### src/rtl/muldiv_pkg.sv
// Shared definitions for the multiply/divide sequencer.
//   CON_*     : ALU control codes that target the HI/LO resource.
//   state_e   : sequencer FSM states.
//   is_muldiv : true for any of the four HI/LO-writing control codes.
package muldiv_pkg;

    localparam logic [3:0] CON_MULTU = 4'b1100;
    localparam logic [3:0] CON_DIVU  = 4'b1101;
    localparam logic [3:0] CON_MULT  = 4'b1110;
    localparam logic [3:0] CON_DIV   = 4'b1111;

    typedef enum logic [1:0] {
        StIdle = 2'b00,
        StPrep = 2'b01,
        StRun  = 2'b10,
        StFix  = 2'b11
    } state_e;

    function automatic logic is_muldiv(input logic [3:0] con);
        return (con == CON_MULTU) || (con == CON_DIVU) ||
               (con == CON_MULT)  || (con == CON_DIV);
    endfunction

endpackage

### src/rtl/muldiv_step.sv
// One iteration of the shift-add multiply / restoring divide.
//   acc_i      : 2*WIDTH accumulator. Multiply: {partial product, multiplier}.
//                Divide: {remainder, dividend/quotient}.
//   operand_i  : multiplicand (multiply) or divisor (divide), as a magnitude.
//   mode_div_i : 0 multiply, 1 divide.
//   acc_o      : accumulator after this iteration; for divide, bit 0 is left
//                clear and the new quotient bit is returned on q_bit_o.
//   q_bit_o    : quotient bit produced by this iteration (0 in multiply mode).
module muldiv_step #(
    parameter int unsigned WIDTH = 32
) (
    input  logic [2*WIDTH-1:0] acc_i,
    input  logic [WIDTH-1:0]   operand_i,
    input  logic               mode_div_i,
    output logic [2*WIDTH-1:0] acc_o,
    output logic               q_bit_o
);

    logic [WIDTH:0]   mul_sum;
    logic [WIDTH:0]   mul_hi;
    logic [WIDTH:0]   rem_sh;
    logic             fits;
    logic [WIDTH-1:0] rem_sub;

    // Multiply: the carry out of the add becomes the top bit after the shift.
    assign mul_sum = {1'b0, acc_i[2*WIDTH-1:WIDTH]} + {1'b0, operand_i};
    assign mul_hi  = acc_i[0] ? mul_sum : {1'b0, acc_i[2*WIDTH-1:WIDTH]};

    // Divide: remainder after the left shift needs one extra bit before the
    // trial subtraction; the difference always fits back into WIDTH bits.
    assign rem_sh  = acc_i[2*WIDTH-1:WIDTH-1];
    assign fits    = rem_sh >= {1'b0, operand_i};
    assign rem_sub = rem_sh[WIDTH-1:0] - operand_i;

    always_comb begin
        q_bit_o = mode_div_i & fits;
        if (mode_div_i) begin
            acc_o = {(fits ? rem_sub : rem_sh[WIDTH-1:0]), acc_i[WIDTH-2:0], 1'b0};
        end else begin
            acc_o = {mul_hi, acc_i[WIDTH-1:1]};
        end
    end

endmodule

### src/rtl/muldiv_sequencer.sv
// Multi-cycle multiply/divide sequencer owning the HI/LO register pair.
//   clk, rst_n        : clock, synchronous active-low reset.
//   start, con, a, b  : HI/LO-writing instruction from EX (con 11xx).
//   kill              : squash the in-flight operation.
//   hilo_rd, hilo_sel : mfhi/mflo request; sel 0 = HI, 1 = LO.
//   hilo_out          : selected HI/LO register value.
//   busy, stall       : operation in flight; pipeline freeze.
//   done, div0        : one-cycle pulses after HI/LO commit (div0 on b==0).
module muldiv_sequencer
    import muldiv_pkg::*;
#(
    parameter int unsigned WIDTH = 32,
    parameter int unsigned CNT_W = 6
) (
    input  logic             clk,
    input  logic             rst_n,
    input  logic             start,
    input  logic [3:0]       con,
    input  logic [WIDTH-1:0] a,
    input  logic [WIDTH-1:0] b,
    input  logic             kill,
    input  logic             hilo_rd,
    input  logic             hilo_sel,
    output logic [WIDTH-1:0] hilo_out,
    output logic             busy,
    output logic             stall,
    output logic             done,
    output logic             div0
);

    localparam logic [CNT_W-1:0] CntLast = CNT_W'(WIDTH - 1);

    state_e             state_q, state_d;
    logic [CNT_W-1:0]   cnt_q, cnt_d;
    logic [2*WIDTH-1:0] acc_q, acc_d;
    logic [WIDTH-1:0]   op_q, op_d;
    logic [WIDTH-1:0]   a_q, a_d;
    logic [WIDTH-1:0]   b_q, b_d;
    logic [1:0]         con_q, con_d;     // con[1] signed, con[0] divide
    logic               neg_quo_q, neg_quo_d;
    logic               neg_rem_q, neg_rem_d;
    logic [WIDTH-1:0]   hi_q, hi_d;
    logic [WIDTH-1:0]   lo_q, lo_d;
    logic               done_q, done_d;
    logic               div0_q, div0_d;

    logic [WIDTH-1:0]   mag_a, mag_b;
    logic [2*WIDTH-1:0] step_acc;
    logic               step_q_bit;
    logic [2*WIDTH-1:0] prod_fix;
    logic [WIDTH-1:0]   quo_fix, rem_fix;
    logic               is_div, is_signed;

    assign is_div    = con_q[0];
    assign is_signed = con_q[1];

    // Magnitudes; the most negative value wraps to itself, which still reads
    // correctly as an unsigned magnitude.
    assign mag_a = (is_signed && a_q[WIDTH-1]) ? -a_q : a_q;
    assign mag_b = (is_signed && b_q[WIDTH-1]) ? -b_q : b_q;

    assign prod_fix = neg_quo_q ? -acc_q : acc_q;
    assign quo_fix  = neg_quo_q ? -acc_q[WIDTH-1:0] : acc_q[WIDTH-1:0];
    assign rem_fix  = neg_rem_q ? -acc_q[2*WIDTH-1:WIDTH] : acc_q[2*WIDTH-1:WIDTH];

    muldiv_step #(
        .WIDTH(WIDTH)
    ) u_step (
        .acc_i      (acc_q),
        .operand_i  (op_q),
        .mode_div_i (is_div),
        .acc_o      (step_acc),
        .q_bit_o    (step_q_bit)
    );

    always_comb begin
        state_d   = state_q;
        cnt_d     = cnt_q;
        acc_d     = acc_q;
        op_d      = op_q;
        a_d       = a_q;
        b_d       = b_q;
        con_d     = con_q;
        neg_quo_d = neg_quo_q;
        neg_rem_d = neg_rem_q;
        hi_d      = hi_q;
        lo_d      = lo_q;
        done_d    = 1'b0;
        div0_d    = 1'b0;

        unique case (state_q)
            StIdle: begin
                // kill in the same cycle suppresses the start.
                if (start && !kill && is_muldiv(con)) begin
                    a_d     = a;
                    b_d     = b;
                    con_d   = con[1:0];
                    state_d = StPrep;
                end
            end
            StPrep: begin
                neg_quo_d = is_signed & (a_q[WIDTH-1] ^ b_q[WIDTH-1]);
                neg_rem_d = is_signed & a_q[WIDTH-1];
                // Upper half cleared; lower half holds the value consumed
                // bit by bit (multiplier, or dividend).
                if (is_div) begin
                    acc_d = {{WIDTH{1'b0}}, mag_a};
                    op_d  = mag_b;
                end else begin
                    acc_d = {{WIDTH{1'b0}}, mag_b};
                    op_d  = mag_a;
                end
                cnt_d   = '0;
                state_d = StRun;
            end
            StRun: begin
                acc_d = {step_acc[2*WIDTH-1:1], step_acc[0] | step_q_bit};
                cnt_d = cnt_q + 1'b1;
                if (cnt_q == CntLast) begin
                    state_d = StFix;
                end
            end
            StFix: begin
                if (is_div && (b_q == '0)) begin
                    lo_d   = '1;
                    hi_d   = a_q;
                    div0_d = 1'b1;
                end else if (is_div) begin
                    lo_d = quo_fix;
                    hi_d = rem_fix;
                end else begin
                    hi_d = prod_fix[2*WIDTH-1:WIDTH];
                    lo_d = prod_fix[WIDTH-1:0];
                end
                done_d  = 1'b1;
                state_d = StIdle;
            end
            default: state_d = StIdle;
        endcase

        if (kill && (state_q != StIdle)) begin
            state_d = StIdle;
            hi_d    = hi_q;
            lo_d    = lo_q;
            done_d  = 1'b0;
            div0_d  = 1'b0;
        end
    end

    always_ff @(posedge clk) begin
        if (!rst_n) begin
            state_q   <= StIdle;
            cnt_q     <= '0;
            acc_q     <= '0;
            op_q      <= '0;
            a_q       <= '0;
            b_q       <= '0;
            con_q     <= '0;
            neg_quo_q <= 1'b0;
            neg_rem_q <= 1'b0;
            hi_q      <= '0;
            lo_q      <= '0;
            done_q    <= 1'b0;
            div0_q    <= 1'b0;
        end else begin
            state_q   <= state_d;
            cnt_q     <= cnt_d;
            acc_q     <= acc_d;
            op_q      <= op_d;
            a_q       <= a_d;
            b_q       <= b_d;
            con_q     <= con_d;
            neg_quo_q <= neg_quo_d;
            neg_rem_q <= neg_rem_d;
            hi_q      <= hi_d;
            lo_q      <= lo_d;
            done_q    <= done_d;
            div0_q    <= div0_d;
        end
    end

    assign busy     = (state_q != StIdle);
    assign stall    = busy & (start | hilo_rd);
    assign done     = done_q;
    assign div0     = div0_q;
    assign hilo_out = hilo_sel ? lo_q : hi_q;

endmodule

### config.mk
export PLATFORM = sky130hd
export DESIGN_NAME = muldiv_sequencer
export DESIGN_NICKNAME = d
export VERILOG_FILES = /design/src/rtl/muldiv_pkg.sv /design/src/rtl/muldiv_step.sv /design/src/rtl/muldiv_sequencer.sv
export SDC_FILE = /design/constraint.sdc
export NUM_CORES = 1
export LEC_CHECK = 0
export ABC_AREA = 1
export CORE_ASPECT_RATIO = 1.1
export CORE_MARGIN = 5
export CORE_UTILIZATION = 40
export DETAILED_ROUTE_END_ITERATION = 10
export PLACE_DENSITY = 0.67
export SYNTH_ARGS = -nofsm -noshare
export SYNTH_HDL_FRONTEND = slang
export SYNTH_SLANG_ARGS = --single-unit
### constraint.sdc
create_clock -name clk -period 5.5 [get_ports clk]
set_input_delay 0.825 -clock clk [delete_from_list [all_inputs] [get_ports clk]]
set_output_delay 0.825 -clock clk [all_outputs]
set_load 0.05 [all_outputs]
# Yosys cells after proc, flatten, opt, wreduce, memory -nomap -nowiden
# Cells that the tools add are included.
[word_totals]
regBits = 238
inputBits = 74
out_inout_bits = 36
word_cells = 83
[classes]
addsub = 8
order_cmp = 1
n_eq_ne = 10
muxes = 22
n_bitwise = 10
reduce_logical = 19
[ops]
columns = ["op", "n"]
rows = [
  ["$mux W32", 12],
  ["$mux W64", 2],
  ["$neg A32 Y32", 4],
  ["$pmux W64 S2", 1],
  ["$neg A64 Y64", 1],
  ["$add A32 B32 Y33", 1],
  ["$ge A33 B32 Y1", 1],
  ["$mux W33", 1],
  ["$logic_not A32 Y1", 1],
  ["$sub A32 B32 Y32", 1],
  ["$eq A4 B4 Y1 const B", 4],
  ["$pmux W6 S2", 1],
  ["$pmux W2 S4", 1],
  ["$add A6 B1 Y6 const B", 1],
  ["$eq A6 B5 Y1 const B", 1],
  ["$logic_and A1 B1 Y1", 6],
  ["$reduce_and A2 Y1", 3],
  ["$and A1 B1 Y1", 4],
  ["$eq A2 B2 Y1 const B", 2],
  ["$mux W2", 2],
  ["$ne A2 B2 Y1 const B", 2],
  ["$reduce_bool A2 Y1", 2],
  ["$logic_or A1 B1 Y1", 3],
  ["$not A1 Y1", 3],
  ["other kinds (8)", 10],
]

# Longest topological paths before layout
[logic_depth]
depth_word = 7
depth_mapped = 18
depth_no_buf = 17

# Cells and area by module
# A second synthesis with hierarchy kept.
[hier_totals]
hier_cells = 3559
hier_area_um2 = 20561.0
[modules_own_cells]
columns = ["mod", "instances", "cells_per_inst", "area_per_inst_um2", "seq_area_each_um2"]
rows = [
  ["muldiv_sequencer", 1, 2205, 14154.8, 4764.6],
  ["muldiv_step", 1, 1354, 6406.1, 0.0],
]

# Least setup slack after synthesis
# No wires, ideal clock.
[synth_path]
path_kind = "input-to-output"
start = "input port hilo_sel"
end = "output port hilo_out[16]"
arrival_ns = 2.227
required_ns = 4.675
path_slack_ns = 2.448
stages = 4
n_path_buf = 2
path_cell_list = "clkbuf_1 clkbuf_1 nor2_1 a21oi_1"
[synth_between]
elab_chain_cells = 1
[synth_rtl]
columns = ["element", "line_no", "text"]
rows = [
  ["start: declaration", "muldiv_sequencer.sv:23", "input logic hilo_sel,"],
  ["$mux W32", "muldiv_sequencer.sv:186", "assign hilo_out = hilo_sel ? lo_q : hi_q;"],
  ["end: declaration", "muldiv_sequencer.sv:24", "output logic [WIDTH-1:0] hilo_out,"],
]
# No other way between the ends.

# Final worst setup path
[layout_path]
start = "input port hilo_sel"
end = "output port hilo_out[11]"
# Same word-level chain as after synthesis.

==> results_tabular.tex <==
\begin{tabular}{lr}
\hline
Metric & Value \\
\hline
\multicolumn{2}{l}{\textbf{Synth}} \\
Register bit count reported by yosys & about 240 \\
Top area cells in the synthesized netlist & sky130\_fd\_sc\_hd\_\_dfxtp\_1 23\%, sky130\_fd\_sc\_hd\_\_nand2\_1 20\%, sky130\_fd\_sc\_hd\_\_a21oi\_1 9.1\% \\
Mapped Cells & 3558 \\
Sequential-to-total area share from yosys stat & 23.3\% \\
Number of distinct library cells after synthesis & 48 \\
Top cell type by total area after synthesis & sky130\_fd\_sc\_hd\_\_dfxtp\_1 \\
Count of flip-flops with a built-in enable after synthesis & 0 \\
YS warnings & 0 \\
Synth async-reset ratio & 0\% \\
Post-synth net total & approximately 3700 \\
Average footprint of a synthesized cell & 5.74 sq um \\
Summed instance area of the synthesized netlist & approximately 20000 sq um \\
Commonest register cell after synthesis & sky130\_fd\_sc\_hd\_\_dfxtp\_1 \\
Post-synth top area share & a little under a quarter \\
\multicolumn{2}{l}{\textbf{GRT}} \\
Largest net degree at the start of global routing & 129 \\
GRT overflow & 0 \\
Wire length of the first global-routing pass & $\sim$130000 um \\
GRT Total Usage & between 20\% and 30\% \\
Antenna violations before repair & 4 \\
Via count of the first global-routing pass & approximately 22000 \\
\multicolumn{2}{l}{\textbf{Floorplan}} \\
Die boundary width & approximately 230 um \\
DIE HEIGHT & approximately 250 um \\
\# IOs & 110 \\
Die Outline Area & approximately 56000 sq um \\
Initial core utilization & between 40\% and 50\% \\
Core region area & 50400 sq um \\
Number of placement rows & between 80 and 90 \\
\multicolumn{2}{l}{\textbf{Critical path}} \\
Largest delay contributor family on the critical path & buffers and inverters \\
Number of buffer and inverter stages on the critical path & 3 \\
Cell with the biggest individual delay on the critical path & sky130\_fd\_sc\_hd\_\_clkdlybuf4s50\_1 \\
Endpoint type of the worst setup path & output port \\
Logic depth of the worst setup path including buffers & 4 \\
Critical path peak fanout & 35 \\
Startpoint kind of the worst setup timing path & input port \\
Worst r2r src & b\_q[0] \\
Worst reg-to-reg path cell count & 12 \\
Arr. time, crit path & between 2 and 3 ns \\
Reg-to-reg setup timing slack & around 2.1 ns \\
Reg2Reg Capture Point & hi\_q[11] \\
Most numerous cell on the critical path & sky130\_fd\_sc\_hd\_\_clkdlybuf4s50\_1 \\
Sequence of cells on the critical path & clkdlybuf4s50\_1 > buf\_4 > mux2\_2 > clkdlybuf4s50\_1 \\
Setup CP Type & input port to output port \\
Required time of the worst setup path & 4.68 ns \\
CP peak stage delay & around 0.7 ns \\
\multicolumn{2}{l}{\textbf{Place}} \\
Input/output buffers & 109 \\
Post-detail-place hpwl & between 60000 and 70000 um \\
Post-detailed-placement cell area & 21900 sq um \\
Setup slack at placement & approximately 1.9 ns \\
Weighted congestion at the end of routability-driven global placement & just over 1 \\
\multicolumn{2}{l}{\textbf{Pwr}} \\
Int Power & between 0.004 and 0.005 W \\
Part of the total power dissipated in sequential elements & 24.6\% \\
Clock network fraction of design power & a little under a quarter \\
Peak ir drop on the vdd network & $\sim$300 uV \\
Combinational group share of total power & approximately 52\% \\
Power per unit of standard cell area & 369 nW/um\^{}2 \\
Switching fraction of total power & 49.6\% \\
Leak pwr & between 10 and 15 nW \\
NetSw & $\sim$0.0042 W \\
\multicolumn{2}{l}{\textbf{Detailed routing}} \\
Routed wire length & around 86000 um \\
Wire length per cell after detailed routing & approximately 20 um \\
Initial drt markers & 2645 \\
Total DRC errors in the routed layout & 0 \\
1st-pass router iterations & 8 \\
Routed via count & around 24000 \\
Via density per instance & roughly 5.6 \\
Post-detailed-route count of antenna-violating nets & 0 \\
\multicolumn{2}{l}{\textbf{Final layout}} \\
Top library cells by usage in the layout, fill and taps aside & 1065 x sky130\_fd\_sc\_hd\_\_nand2\_1, 442 x sky130\_fd\_sc\_hd\_\_inv\_1, 371 x sky130\_fd\_sc\_hd\_\_a21oi\_1 \\
Final standard cell area without fillers & 22900 sq um \\
Combined area of the multi-input logic cells & 13300 sq um \\
Most common library cell in the layout ignoring fill and taps & sky130\_fd\_sc\_hd\_\_nand2\_1 \\
Layout fillers & roughly 5600 \\
Area taken by flip-flops and latches & between 4000 and 5000 sq um \\
Synth-to-layout area growth & 12.1\% \\
Final Util & 45.5\% \\
Layout net count & 3721 \\
Proportion of layout cells with a drive suffix above 1 & 4.12\% \\
\multicolumn{2}{l}{\textbf{STA}} \\
Hold Slack & between 0.4 and 0.5 ns \\
Setup Skew & between 0.02 and 0.03 ns \\
Shortest clock period the worst path allows after layout & between 3 and 4 ns \\
Setup repair after global routing missed its margin & false \\
Slew at the pin with the worst max-slew slack & between 1 and 1.5 ns \\
Number of slew-limit violations in the final report & 0 \\
Relative slew margins & about 6.0\% \\
Count of final hold-check violations & 0 \\
Fmax & 279 MHz \\
Tcrit/Tclk final & $\sim$65\% \\
Final setup slack of the worst path & approximately 1.9 ns \\
Setup\_tns & 0 ns \\
Setup Viol. Count Final & 0 \\
\multicolumn{2}{l}{\textbf{Clocking}} \\
Worst skew pair latency & about 0.58 ns \\
TritonCTS Sinks & 238 \\
TritonCTS clock tree & yes \\
Hold-fix buffers at CTS & 0 \\
CTS root buffer & sky130\_fd\_sc\_hd\_\_clkbuf\_16 \\
Post-CTS setup buffers & 0 \\
Post-CTS resize count & 0 \\
Clock-pin slew reported for the worst setup and hold paths after clock tree synthesis & about 0.06 ns \\
Number of buffers on the longest clock path & 3 \\
Deepest level of the CTS H-tree & 1 \\
TritonCTS Buffers & 28 \\
\multicolumn{2}{l}{\textbf{Hold path}} \\
Worst min-delay path endpoint & hi\_q[22] \\
Hold Path Stages & 2 \\
Worst hold path startpoint & hi\_q[22] \\
Worst hold path class & flop to flop \\
\multicolumn{2}{l}{\textbf{Run status}} \\
Run status & finished clean \\
\multicolumn{2}{l}{\textbf{Run}} \\
Number of max-cap violations & 0 \\
\hline
\end{tabular}
-- Yosys cell counts (2+ instances only) --
cell / n
sky130_fd_sc_hd__o21bai_1: 10
sky130_fd_sc_hd__inv_2: 8
sky130_fd_sc_hd__nand3_1: 362
sky130_fd_sc_hd__nand4_1: 32
sky130_fd_sc_hd__nand2_1: 1067
sky130_fd_sc_hd__o211ai_1: 52
sky130_fd_sc_hd__nor2_2: 9
sky130_fd_sc_hd__buf_6: 4
sky130_fd_sc_hd__a31oi_1: 18
sky130_fd_sc_hd__a21o_1: 2
sky130_fd_sc_hd__ha_1: 73
sky130_fd_sc_hd__nor2_4: 2
sky130_fd_sc_hd__clkbuf_1: 120
sky130_fd_sc_hd__fa_1: 2
sky130_fd_sc_hd__and2_1: 3
sky130_fd_sc_hd__buf_1: 13
sky130_fd_sc_hd__or2_2: 8
sky130_fd_sc_hd__xnor2_1: 9
sky130_fd_sc_hd__inv_1: 443
sky130_fd_sc_hd__nor2_1: 303
sky130_fd_sc_hd__o21ai_0: 222
sky130_fd_sc_hd__nand3b_1: 16
sky130_fd_sc_hd__xor2_1: 74
sky130_fd_sc_hd__a211oi_1: 2
sky130_fd_sc_hd__nor3_1: 19
sky130_fd_sc_hd__nor4_1: 2
sky130_fd_sc_hd__mux2_2: 29
sky130_fd_sc_hd__buf_2: 17
sky130_fd_sc_hd__o21ai_1: 7
sky130_fd_sc_hd__dfxtp_1: 238
sky130_fd_sc_hd__a21oi_1: 371
sky130_fd_sc_hd__o21ai_2: 5
-- layer usage --
metal	share of wire, %	GRT usage (%)
met5	0.015	0
met3	8.1	3.80
met2	44	48.0
met1	41	39.2
met4	6.7	16.5
-- area by class of cell --
cell class	instances	area share [%]
sequential	238	20.8
timing repair buffer	138	5.71
clock inverter	13	0.579
tap	660	3.61
multi-input combinational	2714	58.3
inverter	452	7.42
antenna	1	0.0109
clock buffer	39	3.60
-- worst max path at each step --
stage	from	endpoint	slack [ns]
after floorplan	hilo_sel	hilo_out[16]	2.45
after global placement	hilo_sel	hilo_out[28]	1.95
after detailed placement	hilo_sel	hilo_out[8]	1.92
after CTS	hilo_sel	hilo_out[8]	1.92
after global routing	hilo_sel	hilo_out[19]	1.85
final	hilo_sel	hilo_out[11]	1.92
-- through the flow --
stage                     total power (W)  cells
final                             0.00845   4255
after global routing              0.00895   4254
after CTS                         0.00834   4254
after detailed placement          0.00639   4202
after global placement            0.00639   4202
after floorplan                   0.00511   3558
-- power by group through the flow --
stage               combinational, W  clock [W]  sequential [W]
floorplan                    0.00310          0         0.00202
global placement             0.00428          0         0.00210
detailed placement           0.00428          0         0.00210
CTS                          0.00430    0.00197         0.00207
global route                 0.00482    0.00204         0.00209
finish                       0.00442    0.00195         0.00208
-- kinds of logic after synthesis --
group                    count (synthesis)  share of synthesized area, %
multiplexers                            29                          1.60
AND/OR/NAND/NOR                       1830                          37.2
buffers and inverters                  606                          11.4
adder cells (fa/ha/maj)                 75                          4.67
AO/OA/AOI/OAI                          697                          18.2
flip-flops                             238                          23.3
XOR/XNOR                                83                          3.56
-- flip-flops by register name, summed over array words and instances, names as in the netlist, 2 cells and up --
| signal | count |
|---|---|
| b_q | 32 |
| con_q | 2 |
| hi_q | 32 |
| acc_q | 64 |
| state_q | 2 |
| a_q | 32 |
| op_q | 32 |
| lo_q | 32 |
| cnt_q | 6 |
-- worst register-to-register path, stage by stage (launching register included) --
cell                      delay [ns]
sky130_fd_sc_hd__dfxtp_1        0.30
sky130_fd_sc_hd__inv_1          0.17
sky130_fd_sc_hd__ha_1           0.25
sky130_fd_sc_hd__nand3_4        0.12
sky130_fd_sc_hd__nor2_4         0.17
sky130_fd_sc_hd__nand3_2        0.14
sky130_fd_sc_hd__nor3_2         0.17
sky130_fd_sc_hd__nand4_1        0.20
sky130_fd_sc_hd__nor2_2         0.74
sky130_fd_sc_hd__inv_2          0.51
sky130_fd_sc_hd__nand3_1        0.34
sky130_fd_sc_hd__nand2_1        0.09
sky130_fd_sc_hd__a21oi_1        0.13
Note: power is estimated with default switching activity, not from simulation.
